## src/rtl/uart_rx_sampler.sv

```systemverilog
// 8N1 UART receiver: 2-flop synchronizer, start-bit glitch rejection, mid-bit
// sampling, framing-error and overrun pulses, valid/ready byte output.
module uart_rx_sampler #(
  parameter int CLKS_PER_BIT = 16
) (
  input  logic       clk,
  input  logic       rst_n,
  input  logic       rx,
  input  logic       rx_ready,
  output logic [7:0] rx_data,
  output logic       rx_valid,
  output logic       frame_err,
  output logic       overrun,
  output logic       busy
);

  localparam int HALF = CLKS_PER_BIT / 2;
  localparam int CW   = $clog2(CLKS_PER_BIT);
  localparam logic [CW-1:0] HALF_LAST = CW'(HALF - 1);
  localparam logic [CW-1:0] BIT_LAST  = CW'(CLKS_PER_BIT - 1);

  typedef enum logic [1:0] {IDLE, START, DATA, STOP} state_t;

  state_t        state_q;
  logic [CW-1:0] cnt_q;
  logic [2:0]    bit_idx_q;
  logic [7:0]    shift_q;
  logic          rx_meta_q, rx_s_q, rx_d_q;
  logic [7:0]    data_q;
  logic          valid_q, ferr_q, ovr_q, busy_q;

  always_ff @(posedge clk) begin
    if (!rst_n) begin
      state_q   <= IDLE;
      cnt_q     <= '0;
      bit_idx_q <= '0;
      shift_q   <= '0;
      rx_meta_q <= 1'b1;
      rx_s_q    <= 1'b1;
      rx_d_q    <= 1'b1;
      data_q    <= '0;
      valid_q   <= 1'b0;
      ferr_q    <= 1'b0;
      ovr_q     <= 1'b0;
      busy_q    <= 1'b0;
    end else begin
      rx_meta_q <= rx;
      rx_s_q    <= rx_meta_q;
      rx_d_q    <= rx_s_q;
      ferr_q    <= 1'b0;
      ovr_q     <= 1'b0;
      // Plain consumption; a delivery in STOP below overrides this.
      if (valid_q && rx_ready) valid_q <= 1'b0;

      case (state_q)
        IDLE: begin
          // Requires a high-to-low transition, so a held break never retriggers.
          if (rx_d_q && !rx_s_q) begin
            state_q <= START;
            cnt_q   <= '0;
            busy_q  <= 1'b1;
          end
        end
        START: begin
          if (cnt_q == HALF_LAST) begin
            cnt_q <= '0;
            if (!rx_s_q) begin
              state_q   <= DATA;
              bit_idx_q <= '0;
            end else begin
              state_q <= IDLE;
              busy_q  <= 1'b0;
            end
          end else begin
            cnt_q <= cnt_q + CW'(1);
          end
        end
        DATA: begin
          if (cnt_q == BIT_LAST) begin
            cnt_q              <= '0;
            shift_q[bit_idx_q] <= rx_s_q;
            if (bit_idx_q == 3'd7) state_q <= STOP;
            else                   bit_idx_q <= bit_idx_q + 3'd1;
          end else begin
            cnt_q <= cnt_q + CW'(1);
          end
        end
        STOP: begin
          if (cnt_q == BIT_LAST) begin
            cnt_q   <= '0;
            state_q <= IDLE;
            busy_q  <= 1'b0;
            if (!rx_s_q) begin
              ferr_q <= 1'b1;
            end else if (valid_q && !rx_ready) begin
              ovr_q <= 1'b1;
            end else begin
              data_q  <= shift_q;
              valid_q <= 1'b1;
            end
          end else begin
            cnt_q <= cnt_q + CW'(1);
          end
        end
        default: state_q <= IDLE;
      endcase
    end
  end

  assign rx_data   = data_q;
  assign rx_valid  = valid_q;
  assign frame_err = ferr_q;
  assign overrun   = ovr_q;
  assign busy      = busy_q;

endmodule

```

## config.mk

```make
export PLATFORM = sky130hd
export DESIGN_NAME = uart_rx_sampler
export DESIGN_NICKNAME = d
export VERILOG_FILES = /design/src/rtl/uart_rx_sampler.sv
export SDC_FILE = /design/constraint.sdc
export NUM_CORES = 1
export LEC_CHECK = 0
export BUFFER_PORTS_ARGS = -buffer_cell sky130_fd_sc_hd__buf_4
export CAP_MARGIN = 20
export CORE_MARGIN = 2
export CORE_UTILIZATION = 60
export DETAILED_ROUTE_END_ITERATION = 7
export GPL_ROUTABILITY_DRIVEN = 0
export GPL_TIMING_DRIVEN = 0
export PLACE_DENSITY = 0.81
export SLEW_MARGIN = 15
export SYNTH_ARGS = -nofsm -noshare
export SYNTH_HDL_FRONTEND = slang
export SYNTH_SLANG_ARGS = --single-unit
```

## constraint.sdc

```tcl
create_clock -name clk -period 3 [get_ports clk]
set_clock_uncertainty 0.2 [all_clocks]
set_input_delay 0.3 -clock clk [delete_from_list [all_inputs] [get_ports clk]]
set_output_delay 0.3 -clock clk [all_outputs]
set_load 0.02 [all_outputs]
```

==> flow_summary.yaml <==
worst_setup_path:
  startpoint_type: "register"
  worstReg2RegEnd: "rx_data[3]"
  end_kind: "register"
  cp.required_ns: 3.06
  crit_chain: "ha_1, buf_6, and4_4, and3_4, nor2b_4, buf_8, mux2i_1"
  r2r-start: "cnt_q[0]"
  cp_slowest_cell: "dfxtp_1"
  cp_top_family: "simple AND/OR/NAND/NOR gates"
  cp_num_buf_inv: 2
  critPathArrivalTime_ns: 2.03
  cp_slowest_stage_delay_ns: 0.41
  r2r_cells: 7
  timing.reg2reg.setup_slack_ns: 1.03
  crit_type: "register to register"
  worstPathMaxFanout: 10
  cp.depth: 7
clocking:
  cts_sinks: 32
  clkTransAtPathRegs_ns: 0.10
  cts_buffers: 5
  cts_root_buf: "clkbuf_4"
  cts_buffer_depth: 2
  cts_tree: "done"
  htreeDepth: 2
  insertion_delay_ns: 0.33
place:
  dpl.cell_count: 198
  dpl_worst_slack_ns: 1.06
  portBuffers: 14
  dp_hpwl_um: 2080
routing:
  highest_layer: "met4"
  ant_nets: 0
  viasPerCell: 5.71
  wl_per_cell_um: 14.5
  drt_pre_antenna_iters: 5
  drc: 0
  wl_met1_um: 1220
  met3_length_um: 167
  vias: 1176
  first_iter_violations: 44
  wl_um: 2980
  met2_length_um: 1540
global_route:
  antenna_found_initial: 0
  grt-ovfl-total: 0
  grt_pass1_wl_um: 4860
  grt_max_degree: 11
  grt_pass1_vias: 1082
  track_usage_pct: 24.6
layout:
  drive_gt1_share_pct: 23.6
  n_fill_cell: 168
  final_cells: 206
  diodes: 0
  final_cell_mix: "dfxtp_1 (32), nand2_1 (25), mux2i_1 (16)"
  layout_commonest_cell: "dfxtp_1"
  nets: 185
  area_growth_pct: 14.9
sta:
  maxClockFrequency_mhz: 507
  hold_violations: 0
  slew_headroom_pct: 66.9
  setup_violations: 0
  fin_crit_sh_pct: 65.8
  tns_ns: 0
  slew_violations: 0
  setup_ws_ns: 1.03
  period_needed_ns: 1.97
  hold_ws_ns: 0.0544
  worst_pin_slew_ns: 0.497
  rsz0062_at_grt: "false"
logic_synthesis:
  synth_top_family_by_area: "simple AND/OR/NAND/NOR gates"
  yosysUniqueCellTypes: 44
  synthMuxAreaShare_pct: 11.1
  syn-cell-area_mm2: 0.00144
  yosys-top-cells-area: "dfxtp_1 (44%), mux2i_1 (11%), nand2_1 (6.5%)"
  yosys.area.top_type: "dfxtp_1"
  synth-adder-area-share_pct: 2.60
  yosys.area.top_type_share_pct: 44.4
  synth_nets: 163
  ys_ff_latch: 32
  synth-compound-area-share_pct: 10.4
  syn-instance-count: 156
  synthSimpleGateAreaFrac_pct: 24.6
  synth.avg_cell_area_um2: 9.26
  yosysSeqAreaShare_pct: 44.4
  synthXorXnorAreaFrac_pct: 0.607
  yosys_warnings: 0
pwr:
  ir_drop_uv: 431
  p_leak_nw: 0.646
  p_per_area_mw_per_mm2: 448
job:
  cap_violations: 0
floorplan:
  die_y_um: 53.1
  pin_count: 16
  num_rows: 17
  initial_utilization_pct: 64.6
  die_w_um: 53.1
  die_area_mm2: 0.00281
  design.core.area_mm2: 0.00223
min_path:
  hold_end: "rx_s_q"
  min_path_cells: 2
  min_from: "rst_n"
  min_path_type: "input port to register"
status:
  outcome: "complete, no violations"
## registers in the layout, summed over array words and instances (netlist names), 3 cells and up, named ones only
signal,count
cnt_q,4
rx_data,8
shift_q,8
bit_idx_q,3
## worst max-delay path by stage
stage,startpoint,to,slack [ns]
2_1_floorplan,cnt_q[0],rx_data[0],1.24
3_3_place_gp,cnt_q[0],rx_data[1],1.14
3_5_place_dp,cnt_q[0],rx_data[3],1.06
4_1_cts,cnt_q[0],rx_data[3],1.02
5_1_grt,cnt_q[0],rx_data[3],0.94
6_report,cnt_q[0],rx_data[3],1.03
## layer usage
metal	global-route usage, %	up-vias
met5	0	-
met4	8.55	0
met3	7.91	7
met2	42.3	44
met1	28.6	545
li1	-	580
## synth_stat cells (all sizes together)
cell	instances
a21oi	7
and2	1
and2b	1
nor2	12
nor4	3
a311oi	1
mux2i	16
ha	3
and3	2
dfxtp	32
o21a	1
a21o	2
nand2b	2
or3	1
and4	1
a31oi	1
clkbuf	3
or2	1
nand2	26
o21ai	9
or4	1
nor3	5
a21boi	1
a22oi	2
a221oi	1
or3b	1
nand4	1
nor3b	1
nor2b	1
inv	5
nand4b	1
nand3	4
xnor2	1
buf	6
## where the power goes
| group | internal (mW) | leakage, nW | switching [mW] | total, mW |
|---|---|---|---|---|
| combinational | 0.0142 | 0.350 | 0.0220 | 0.0362 |
| clock | 0.133 | 0.0374 | 0.140 | 0.273 |
| sequential | 0.429 | 0.259 | 0.00427 | 0.434 |
| total | 0.576 | 0.646 | 0.167 | 0.743 |
## kinds of logic after synthesis
logic type      after synthesis
flops                        32
xor+xnor                      1
buf+inv                      14
compound gates               25
mux                          16
fa+ha+maj                     3
simple gates                 65
## metrics by stage
step                      util, %  cell area [um2]  total power [mW]
after global placement       70.9             1580             0.477
after CTS                    74.3             1660             0.741
after detailed placement     70.9             1580             0.478
after floorplan                 -             1440             0.467
final                        74.3             1660             0.743
after global routing         74.3             1660             0.765
## cell type report
class	count	area (um2)	share of cell area, %
Buffer	9	72.6	4.37
Clock buffer	7	65.1	3.92
Inverter	5	18.8	1.13
Multi-Input combinational cell	110	712	42.9
Sequential cell	32	641	38.6
Tap cell	28	35.0	2.11
Timing Repair Buffer	15	115	6.94
## timing repair
| item | CTS | global route |
|---|---|---|
| setup buffers | 0 | 0 |
| resized for setup | 0 | 0 |
| hold endpoints to repair | 1 | 0 |
| hold buffers | 1 | 0 |
| endpoints found under the setup margin | 0 | 0 |
No activity file was read; power rests on OpenSTA's default activity.
